File: src/rtl/scan_mux_pkg.sv
// Shared types and helpers for the scan_mux channel selector.
// Combinational only; no latency.
// No handshake of its own.
package scan_mux_pkg;

    localparam logic MODE_MANUAL = 1'b0;
    localparam logic MODE_SCAN   = 1'b1;

    // Upper bound on channel count supported by the search helper.
    localparam int MAX_N    = 32;
    localparam int MAX_SELW = 5;

    typedef struct packed {
        logic                found;
        logic [MAX_SELW-1:0] idx;
    } pick_t;

    // First enabled channel at or after ptr, wrapping modulo n.
    function automatic pick_t next_enabled(input logic [MAX_N-1:0]    mask,
                                           input logic [MAX_SELW-1:0] ptr,
                                           input int                  n);
        pick_t p;
        int    c;
        p = '0;
        // Walk offsets high to low so the smallest offset is the one left standing.
        for (int i = MAX_N - 1; i >= 0; i--) begin
            if (i < n) begin
                c = int'(ptr) + i;
                if (c >= n) c = c - n;
                if (mask[c[MAX_SELW-1:0]]) begin
                    p.found = 1'b1;
                    p.idx   = c[MAX_SELW-1:0];
                end
            end
        end
        return p;
    endfunction

endpackage

File: src/rtl/scan_ptr.sv
// Round-robin pointer with masked wrap-around search and wrap detection.
// Search result is combinational; ptr updates one cycle after an advance.
// Holds ptr whenever advance is low or no channel is enabled.
module scan_ptr
    import scan_mux_pkg::*;
#(
    parameter  int N    = 4,
    localparam int SELW = $clog2(N)
) (
    input  logic            clk,
    input  logic            rst_n,
    input  logic [N-1:0]    mask,
    input  logic            advance,
    output logic            found,
    output logic [SELW-1:0] ch,
    output logic            wrap
);

    pick_t           pick;
    logic [SELW-1:0] ptr;
    logic [SELW-1:0] ptr_nxt;

    assign pick    = next_enabled(MAX_N'(mask), MAX_SELW'(ptr), N);
    assign found   = pick.found;
    assign ch      = pick.idx[SELW-1:0];
    assign ptr_nxt = (ch == SELW'(N - 1)) ? '0 : ch + 1'b1;
    // Not moving forward from the old pointer means the search crossed N-1 -> 0.
    assign wrap    = found && (ptr_nxt <= ptr);

    always_ff @(posedge clk or negedge rst_n) begin
        if (!rst_n) begin
            ptr <= '0;
        end else if (advance && found) begin
            ptr <= ptr_nxt;
        end
    end

endmodule

File: src/rtl/scan_mux.sv
// N-to-1 channel mux (manual select or masked round-robin) into a registered valid/ready stage.
// Latency 1 cycle; one beat per cycle while out_ready is high. SCAN_MUX_PARITY_EN adds out_parity.
// Backpressure: with out_valid && !out_ready all outputs and the scan pointer hold.
module scan_mux
    import scan_mux_pkg::*;
#(
    parameter  int W    = 8,
    parameter  int N    = 4,
    localparam int SELW = $clog2(N)
) (
    input  logic            clk,
    input  logic            rst_n,
    input  logic [N*W-1:0]  in_data,
    input  logic [N-1:0]    in_mask,
    input  logic            mode,
    input  logic [SELW-1:0] sel,
    output logic [W-1:0]    out_data,
`ifdef SCAN_MUX_PARITY_EN
    output logic            out_parity,
`endif
    output logic [SELW-1:0] out_ch,
    output logic            out_valid,
    input  logic            out_ready,
    output logic            scan_wrap
);

    localparam int NP2 = 1 << SELW;

    logic [W-1:0]    chan [NP2];
    logic            load;
    logic            scan_found;
    logic [SELW-1:0] scan_ch;
    logic            scan_wrap_c;
    logic            take;
    logic [W-1:0]    nxt_data;
    logic [SELW-1:0] nxt_ch;
    logic            nxt_wrap;

    // Pad to a power of two so any select value indexes a defined entry.
    for (genvar c = 0; c < NP2; c++) begin : g_chan
        if (c < N) begin : g_live
            assign chan[c] = in_data[c*W +: W];
        end else begin : g_pad
            assign chan[c] = '0;
        end
    end

    assign load = !out_valid || out_ready;

    scan_ptr #(.N(N)) u_ptr (
        .clk     (clk),
        .rst_n   (rst_n),
        .mask    (in_mask),
        .advance (load && mode),
        .found   (scan_found),
        .ch      (scan_ch),
        .wrap    (scan_wrap_c)
    );

    always_comb begin
        take     = 1'b0;
        nxt_data = chan[sel];
        nxt_ch   = sel;
        nxt_wrap = 1'b0;
        if (mode == MODE_SCAN) begin
            take     = scan_found;
            nxt_data = chan[scan_ch];
            nxt_ch   = scan_ch;
            nxt_wrap = scan_wrap_c;
        end else begin
            take     = (int'(sel) < N);
        end
    end

    always_ff @(posedge clk or negedge rst_n) begin
        if (!rst_n) begin
            out_data   <= '0;
            out_ch     <= '0;
            out_valid  <= 1'b0;
            scan_wrap  <= 1'b0;
`ifdef SCAN_MUX_PARITY_EN
            out_parity <= 1'b0;
`endif
        end else if (load) begin
            out_valid <= take;
            scan_wrap <= take && nxt_wrap;
            // No beat: data and channel keep the last delivered values.
            if (take) begin
                out_data   <= nxt_data;
                out_ch     <= nxt_ch;
`ifdef SCAN_MUX_PARITY_EN
                out_parity <= ^nxt_data;
`endif
            end
        end
    end

endmodule

File: config.mk
export PLATFORM = sky130hd
export DESIGN_NAME = scan_mux
export DESIGN_NICKNAME = d
export VERILOG_FILES = /design/src/rtl/scan_mux_pkg.sv /design/src/rtl/scan_ptr.sv /design/src/rtl/scan_mux.sv
export SDC_FILE = /design/constraint.sdc
export NUM_CORES = 1
export LEC_CHECK = 0
export CORE_UTILIZATION = 50
export DETAILED_ROUTE_END_ITERATION = 10
export PLACE_DENSITY = 0.92
export SYNTH_ARGS = -nofsm -noshare
export SYNTH_HDL_FRONTEND = slang
export SYNTH_SLANG_ARGS = --single-unit
File: constraint.sdc
create_clock -name clk -period 7 [get_ports clk]
set_clock_uncertainty 0.05 [all_clocks]
set_input_delay 1.05 -clock clk [delete_from_list [all_inputs] [get_ports clk]]
set_output_delay 1.05 -clock clk [all_outputs]
set_load 0.05 [all_outputs]
After elaboration in Yosys (flattened, before gate mapping)

Cells that the tools add are included.

Multiplexer cells: 27
Add/subtract/negate cells: 8
Order comparisons: 11
Eq/ne operators: 1
Reductions and logical operators: 7
Bitwise logic cells: 2

Operator list:

| cell                                                                   | count |
|---|---|
| 32-bit by 4-bit >= comparator with 1-bit output, second input constant | 3 |
| 8-bit 2-to-1 mux                                                       | 5 |
| 8-bit binary-select mux with 2-bit select                              | 2 |
| 5-bit by 6-bit < comparator with 1-bit output, second input constant   | 4 |
| 6-bit 2-to-1 mux                                                       | 4 |
| 1-bit binary-select mux with 5-bit select                              | 4 |
| 5-bit 2-to-1 mux                                                       | 4 |
| 5-bit by 4-bit subtractor with 5-bit output, second input constant     | 3 |
| 2-bit by 2-bit adder with 3-bit output, second input constant          | 2 |
| 3-bit >= comparator, second input constant                             | 2 |
| 1-bit 2-to-1 mux                                                       | 6 |
| 2-bit NOT with 3-bit output                                            | 2 |
| 1-bit logical AND                                                      | 4 |
| 2-bit 2-to-1 mux                                                       | 2 |
| 2-bit by 3-bit subtractor with 4-bit output, second input constant     | 1 |
| 2-bit by 1-bit adder with 3-bit output, second input constant          | 1 |
| 2-bit by 3-bit >= comparator with 1-bit output, second input constant  | 1 |
| 2-bit by 1-bit adder with 2-bit output, second input constant          | 1 |
| 2-bit == test, second input constant                                   | 1 |
| 2-bit less-or-equal comparator                                         | 1 |
| 2-bit AND reduction                                                    | 1 |
| 1-bit zero test                                                        | 1 |
| 1-bit logical OR                                                       | 1 |

Bits in registers: 14
Input port bits: 42
Output and inout bits: 12
Logic and storage cells: 61

Logic depth before layout (Yosys ltp)

Gate-level depths: netlist of run 1.

Depth after elaboration: 15
Gate-level depth with buffers: 13
Mapped depth without buffers: 12

Cells and area by module

Synthesis of run 1 repeated with hierarchy kept, for this count alone.

Cells, all modules: 146
Area total of the unflattened synthesis: 1591.5 µm²

Modules (own cells, without submodules):

| module   | cells an instance | seq. area each (µm²) | area each (µm²) | instances |
|---|---|---|---|---|
| scan_mux | 94                | 300.3                | 1043.5          | 1 |
| scan_ptr | 52                | 50.0                 | 548.0           | 1 |

Worst setup path after synthesis of run 1

Ideal clock, no wire load.

Kind: register -> register
From: register u_ptr.ptr[0]
To: register scan_wrap
Setup time: 121 ps
Cell stages (with the launch flop): 14
Buffers on the path: 1
Data arrival time: 2967 ps
Data required time: 6829 ps
Slack: 3862 ps
Clock period less this slack: 3138 ps
Cells stage by stage: dfrtp_1 > buf_4 > inv_1 > ha_1 > a21oi_1 > a22oi_1 > o211a_1 > nor3_4 > o21bai_4 > xnor2_1 > ha_1 > nor2b_1 > o21ai_0 > a22o_1

Cells in the longest elaborated chain, start to end: 15
Elaborated cells between the ends (all ways): 35
Those cells by class: 8 x add/sub; 5 x order compare; 1 x eq/ne; 19 x mux; 2 x reduce/logical

RTL lines:

| item                                                                                                           | line               | text |
|---|---|---|
| start: declaration                                                                                             | scan_ptr.sv:20     | `logic [SELW-1:0] ptr;` |
| start signal: assignment                                                                                       | scan_ptr.sv:34     | `ptr <= ptr_nxt;` |
| 2-bit by 2-bit adder with 3-bit output                                                                         | scan_mux_pkg.sv:28 | `c = int'(ptr) + i;` |
| 32-bit by 4-bit >= comparator with 1-bit output or 5-bit by 4-bit subtractor with 5-bit output (tied branches) | scan_mux_pkg.sv:29 | `if (c >= n) c = c - n;` |
| 5-bit 2-to-1 mux                                                                                               | scan_mux_pkg.sv:29 |  |
| 1-bit binary-select mux with 5-bit select                                                                      | scan_mux_pkg.sv:30 | `if (mask[c[MAX_SELW-1:0]]) begin` |
| 1-bit 2-to-1 mux (not written as such)                                                                         | scan_mux_pkg.sv:30 |  |
| 6-bit 2-to-1 mux (3 in series)                                                                                 | scan_mux_pkg.sv:30 |  |
| 6-bit 2-to-1 mux (*)                                                                                           | scan_mux_pkg.sv:30 |  |
| 2-bit by 1-bit adder with 2-bit output or 2-bit == test (tied branches)                                        | scan_ptr.sv:26     | `assign ptr_nxt = (ch == SELW'(N - 1)) ? '0 : ch + 1'b1;` |
| 2-bit 2-to-1 mux (*)                                                                                           | scan_ptr.sv:26     |  |
| via u_ptr.ptr_nxt[1]                                                                                           | scan_ptr.sv:21     | `logic [SELW-1:0] ptr_nxt;` |
| 2-bit less-or-equal comparator (*)                                                                             | scan_ptr.sv:28     | `assign wrap = found && (ptr_nxt <= ptr);` |
| 1-bit logical AND (*)                                                                                          | scan_ptr.sv:28     |  |
| 1-bit 2-to-1 mux (*)                                                                                           | scan_mux.sv:65     | `if (mode == MODE_SCAN) begin` |
| 1-bit logical AND (*)                                                                                          | scan_mux.sv:86     | `scan_wrap <= take && nxt_wrap;` |
| end signal: assignment                                                                                         | scan_mux.sv:86     |  |
| end: declaration                                                                                               | scan_mux.sv:24     | `output logic scan_wrap` |

The timed path passes the listed nets; every way through them passes the cells marked *. The select of a mux whose other input is x is not followed.
A chain may end at the register's enable or synchronous reset.

Final worst setup path of run 1

From: input port in_mask[3]
To: register scan_wrap

Cells in the longest elaborated chain, start to end: 12
Elaborated cells between the ends (all ways): 20
Those cells by class: 1 x add/sub; 1 x order compare; 1 x eq/ne; 15 x mux; 2 x reduce/logical

RTL lines:

| item                                                                    | line               | text |
|---|---|---|
| start: declaration                                                      | scan_mux.sv:14     | `input logic [N-1:0] in_mask,` |
| 1-bit binary-select mux with 5-bit select                               | scan_mux_pkg.sv:30 |  |
| 1-bit 2-to-1 mux (not written as such)                                  | scan_mux_pkg.sv:30 |  |
| 6-bit 2-to-1 mux (3 in series)                                          | scan_mux_pkg.sv:30 |  |
| 6-bit 2-to-1 mux (*)                                                    | scan_mux_pkg.sv:30 |  |
| 2-bit by 1-bit adder with 2-bit output or 2-bit == test (tied branches) | scan_ptr.sv:26     |  |
| 2-bit 2-to-1 mux (*)                                                    | scan_ptr.sv:26     |  |
| via u_ptr.ptr_nxt[1]                                                    | scan_ptr.sv:21     |  |
| 2-bit less-or-equal comparator (*)                                      | scan_ptr.sv:28     |  |
| 1-bit logical AND (*)                                                   | scan_ptr.sv:28     |  |
| 1-bit 2-to-1 mux (*)                                                    | scan_mux.sv:65     |  |
| 1-bit logical AND (*)                                                   | scan_mux.sv:86     |  |

Marked as above.

==> results of run 1 <==
## cells in the mapped netlist, types with 2 or more instances
master     number  area [µm²]
o21ai_0        14        70.1
inv_1          11        41.3
o21ai_1         4        20.0
nand2b_1       10        62.6
a2bb2oi_1       2        17.5
nor2b_1         2        12.5
a222oi_1        8        80.1
nand2_1        15        56.3
a22o_1          9        78.8
ha_1            7        87.6
mux2_2         13         146
clkbuf_1        6        22.5
dfrtp_1        14         350
a22oi_1         4        30.0
buf_2           4        20.0
nor2_1          2        7.51
mux4_2          8         180
o22ai_1         3        18.8
a21oi_1         4        20.0
o2bb2ai_1       2        17.5
nand3_1        18        90.1
buf_4           2        15.0
o2111ai_1       8        70.1
## registers in the layout, summed over array words and instances, names as in the netlist
register and flops:
out_data 8, u_ptr.ptr 2, scan_wrap 1, out_ch 2, out_valid 1
## logic make-up after synthesis
family,share of synthesized area
AOI/OAI and AO/OA,0.306
and+or+nand+nor,0.173
muxes,0.212
buffers and inverters,0.0561
DFF,0.199
adders and majority gates,0.0497
xor gates and xnor gates,0.00497
## cell type report
| cell class | instances | area [µm²] | area share |
|---|---|---|---|
| multi-input cells | 155 | 1310 | 0.562 |
| repair buffers | 54 | 538 | 0.230 |
| flip-flops and latches | 14 | 350 | 0.150 |
| well taps | 46 | 57.6 | 0.0246 |
| inverters | 11 | 41.3 | 0.0177 |
| clock buffers | 4 | 36.3 | 0.0155 |
## worst paths after layout
path                                          startpoint                      end  depth (start not counted)
worst max-delay path                          in_mask[3]    scan_wrap$_DFFE_PN0N_                         11
worst min-delay path               scan_wrap$_DFFE_PN0N_    scan_wrap$_DFFE_PN0N_                          1
worst max register to register  u_ptr.ptr[1]$_DFFE_PN0P_    scan_wrap$_DFFE_PN0N_                         12
worst min register to register     scan_wrap$_DFFE_PN0N_    scan_wrap$_DFFE_PN0N_                          1
max in group asynchronous                          rst_n  out_data[3]$_DFFE_PN0P_                          1
min in group asynchronous                          rst_n    out_ch[1]$_DFFE_PN0P_                          1
## report_power, final
part | total, mW | switching (mW) | internal (mW)
Clock | 0.0623 | 0.0306 | 0.0317
Combinational | 0.834 | 0.485 | 0.350
Sequential | 0.148 | 0.0294 | 0.118
## routing by layer
layer,vias to the layer above,share of wire
met1,863,0.39
li1,858,-
met5,-,0
met2,97,0.50
met3,14,0.086
met4,0,0.028
## through the flow
step / utilization / area, µm²
final: 0.695 / 2340
after global routing: 0.695 / 2340
after CTS: 0.695 / 2340
after detailed placement: 0.684 / 2300
after global placement: 0.684 / 2300
after floorplan: - / 1760
## cells in the final DEF (no fill, tap or decap), types with 2 or more instances in the layout
master	Yosys	routed
nor2_1	2	2
a22o_1	9	9
clkdlybuf4s50_1	0	53
a2bb2oi_1	2	2
nand3_1	18	18
clkbuf_4	0	3
nand2_1	15	15
o21ai_0	14	14
o22ai_1	3	3
o2111ai_1	8	8
mux2_2	13	13
dfrtp_1	14	14
inv_1	11	11
a22oi_1	4	4
nand2b_1	10	10
a21oi_1	4	4
o2bb2ai_1	2	2
nor2b_1	2	2
mux4_2	8	8
ha_1	7	7
a222oi_1	8	8
o21ai_1	4	4
==> results.json, run 1 <==
{
  "maximum_number_of_pins_on_one_net_before_global_route_repair": 35,
  "syn_avg_cell_area_um2": 9.18,
  "post_synth_inst_count": 192,
  "crit_type": "in -> reg",
  "detailedPlace.worstSlack_ns": 2.85,
  "required_ns": 7.14,
  "failing_checks": "design-rule violations",
  "antenna_found_initial": 0,
  "detailroute.via_count": 1832,
  "vias_per_cell": 6.45,
  "final_cell_count_no_fill": 284,
  "hold_ws_ns": 0.457,
  "cts-root-buf": "clkbuf_4",
  "design_power_total_mw": 1.04,
  "seq_area_frac_synth": 0.199,
  "ctsHtreeMaxLevel": 1,
  "clk_path_buf_depth": 2,
  "hpwlAfterDp_mm": 3.50,
  "detail_route.iter0.violations": 145,
  "worstMarginPinSlew_ns": 0.818,
  "crit_path_start_kind": "input port",
  "final.setup.tns_ns": 0,
  "drt-wirelength-per-cell_um": 16.7,
  "num_io_pins": 54,
  "fp-row-count": 21,
  "worst_setup_hold_path_clk_slew_ns": 0.09,
  "layout.filler_cells": 283,
  "placement.io_buffers": 53,
  "met1_usage": 0.366,
  "fmax_ghz": 0.258,
  "number_of_cts_inserted_buffers": 3,
  "grt_util_met3": 0.0273,
  "grt_most_used_layer": "met2",
  "cts_setup_buffers": 0,
  "final-setup-viol-count": 0,
  "wirelength_mm": 4.74,
  "cts_sinks": 14,
  "nets": 288,
  "post-route-worst-setup-slack_ns": 3.13,
  "postSynth.asyncResetShare": 1.00,
  "grt_resource_usage_total": 0.267,
  "max_incr_delay_on_cp_ns": 0.56,
  "cts_tree": "built",
  "ys_ff_latch": 14,
  "final-max-slew-violation-count": 0,
  "cp-end-kind": "flop",
  "insertion_delay_ns": 0.29,
  "ctsHoldBuffers": 0,
  "setup.reg_to_reg.worst_slack_ns": 3.35,
  "pwr_density_cell_mw_per_mm2": 447,
  "first_global_vias": 1651,
  "yosysWarnings": 0,
  "post-route-min-period_ns": 3.87,
  "global_route_met2_usage": 0.436,
  "number_of_enable_flip_flop_cells_after_synthesis": 0,
  "total_instance_count_after_detailed_placement": 280,
  "netlist-cell-type-count": 45,
  "die_x_um": 61.4,
  "die_area_mm2": 0.00377,
  "synth.cell_area_mm2": 0.00176,
  "dr.pass1.iters": 9,
  "report.final.hold_viol_count": 0,
  "global_route.overflow_total": 0,
  "power.static_leakage_nw": 0.872,
  "worst_hold_path_type": "reg -> reg",
  "slew_headroom": 0.455,
  "rsz0062_at_grt": "no",
  "effective_utilization_at_floorplan": 0.524,
  "antennaDiodeCount": 0,
  "worst-endpoint-arrival_ns": 4.01,
  "grt_first_pass_wirelength_mm": 7.56,
  "cts.repair.resized": 0,
  "post_route_ant_nets": 0,
  "crit_path_cell_trace": "clkdlybuf4s50_1, mux2i_2, o22ai_1, o211a_1, nor3_4, o21bai_4, xnor2_1, ha_1, nor2b_1, o21ai_0, a22o_1",
  "design.core.area_mm2": 0.00336,
  "synth_flop_cell": "dfrtp_1",
  "run_status": "finished with violations",
  "maxCapViolations": 0,
  "finalCritPeriodShare": 0.553,
  "vdd_drop_max_v": 0.000244,
  "share_of_cells_above_drive_strength_1": 0.143,
  "drc_errors": 2,
  "synth_fp_nets": 241,
  "flow.area_growth_from_synthesis_pct": 32.6,
  "weighted_congestion_at_the_end_of_routability_driven_global_placement": 0.933,
  "timing.critical_path.fanout_max": 17,
  "crit_slowest_cell": "nor3_4",
  "cp.buffers_inverters": 1,
  "cp_delay_by_family_top": "compound AO/OA/AOI/OAI gates",
  "die_height_um": 61.4
}
No activity file was read; power rests on OpenSTA's default activity.
==> run 2: changes to the inputs <==
Settings changed: CORE_UTILIZATION 50 to 48, PLACE_DENSITY 0.92 to 0.89.
Clock period 7 ns to 4.1 ns, I/O delays scaled along.
==> results.json, run 2 (synthesis gave the netlist of run 1 again) <==
{
  "layout_commonest_cell": "clkdlybuf4s50_1",
  "final.setup.tns_ns": 0,
  "cts_sinks": 14,
  "global_route.overflow_total": 0,
  "ctsHtreeMaxLevel": 1,
  "design_power_total_mw": 1.83,
  "hold_ws_ns": 0.467,
  "hpwlAfterDp_mm": 3.62,
  "post-route-min-period_ns": 3.47,
  "maximum_number_of_pins_on_one_net_before_global_route_repair": 35,
  "insertion_delay_ns": 0.30,
  "placed_area_mm2": 0.00232,
  "fmax_ghz": 0.288,
  "grt_first_pass_wirelength_mm": 8.09,
  "detailroute.via_count": 1905,
  "report.final.hold_viol_count": 0,
  "antenna_found_initial": 0,
  "dr.pass1.iters": 6,
  "placement.io_buffers": 53,
  "wirelength_mm": 4.96,
  "cts_tree": "built",
  "vias_per_cell": 6.64,
  "ctsHoldBuffers": 0,
  "die_height_um": 62.6,
  "num_io_pins": 54,
  "worst_setup_hold_path_clk_slew_ns": 0.09,
  "post_route_ant_nets": 0,
  "antennaDiodeCount": 0,
  "largest_register": "out_data",
  "crit_type": "reg -> reg",
  "worst_hold_path_type": "reg -> reg",
  "design.core.area_mm2": 0.00342,
  "finalInstanceArea_mm2": 0.00236,
  "nets": 291,
  "required_ns": 4.25,
  "cts_setup_buffers": 0,
  "rsz0062_at_grt": "no",
  "fp-row-count": 21,
  "first_global_vias": 1704,
  "finalCritPeriodShare": 0.846,
  "cp-end-kind": "flop",
  "number_of_cts_inserted_buffers": 3,
  "maxCapViolations": 0,
  "die_x_um": 62.6,
  "cts.repair.resized": 0,
  "clk_path_buf_depth": 2,
  "die_area_mm2": 0.00392,
  "worstMarginPinSlew_ns": 0.737,
  "share_of_cells_above_drive_strength_1": 0.154,
  "run_status": "completed",
  "flow.area_growth_from_synthesis_pct": 33.9,
  "top_regs": "out_data x8, out_ch x2, u_ptr.ptr x2",
  "largest_reg_flops": 8,
  "effective_utilization_at_floorplan": 0.516,
  "drt-wirelength-per-cell_um": 17.3,
  "drc_errors": 0,
  "mostFrequentLayoutCells": "clkdlybuf4s50_1, nand3_1, nand2_1",
  "worst-endpoint-arrival_ns": 3.61,
  "final-max-slew-violation-count": 0,
  "detail_route.iter0.violations": 166,
  "pwr_density_cell_mw_per_mm2": 774,
  "vdd_drop_max_v": 0.000355,
  "slew_headroom": 0.509,
  "cts-root-buf": "clkbuf_4",
  "power.static_leakage_nw": 0.887,
  "grt_resource_usage_total": 0.261,
  "weighted_congestion_at_the_end_of_routability_driven_global_placement": 0.895,
  "timing.critical_path.fanout_max": 17,
  "final-setup-viol-count": 0,
  "crit_path_start_kind": "flop"
}
## run 2: layout make-up
cell class,count,area (µm²)
flip-flops and latches,14,350
inverters,11,41.3
multi-input cells,155,1310
repair buffers,57,561
well taps,46,57.6
fillers,279,1060
clock buffers,4,36.3
## run 2: path summary, 6_finish.rpt
kind / start / endpoint / cells past startpoint / slack, ns
max in group asynchronous: rst_n / u_ptr.ptr[0]$_DFFE_PN0P_ / 1 / 2.92
hold / removal: scan_wrap$_DFFE_PN0N_ / scan_wrap$_DFFE_PN0N_ / 1 / 0.47
setup reg to reg: u_ptr.ptr[1]$_DFFE_PN0P_ / scan_wrap$_DFFE_PN0N_ / 13 / 0.63
min in group asynchronous: rst_n / out_data[0]$_DFFE_PN0P_ / 1 / 0.66
hold reg to reg: scan_wrap$_DFFE_PN0N_ / scan_wrap$_DFFE_PN0N_ / 1 / 0.47
setup / recovery: u_ptr.ptr[1]$_DFFE_PN0P_ / scan_wrap$_DFFE_PN0N_ / 13 / 0.63
## run 2: power breakdown
part,internal [mW],switching (mW)
registers,0.202,0.0530
logic,0.621,0.841
clock network,0.0542,0.0540
total,0.877,0.948
## run 2: routing by layer
layer	share of wire	GRT usage	vias to the layer above
li1	-	-	874
met1	0.40	0.335	922
met2	0.51	0.435	101
met3	0.072	0.0529	8
met4	0.016	0.0901	0
met5	0	0	-
## run 2: critical path, stage by stage (launching register included)
cell and delay (ns):
dfrtp_1 0.54, inv_1 0.19, ha_1 0.42, a21oi_1 0.27
a22oi_1 0.14, o211a_1 0.29, nor3_4 0.17, buf_4 0.25
o21bai_4 0.18, xnor2_1 0.12, ha_1 0.33, nor2b_1 0.14
o21ai_0 0.08, a22o_1 0.19
## run 2: stage by stage
stage               instances  setup slack [ns]   util
floorplan                 192             0.962      -
detailed placement        283             0.567  0.680
global route              287             0.375  0.690
finish                    287             0.633  0.690
global placement          283             0.765  0.680
CTS                       287             0.668  0.690
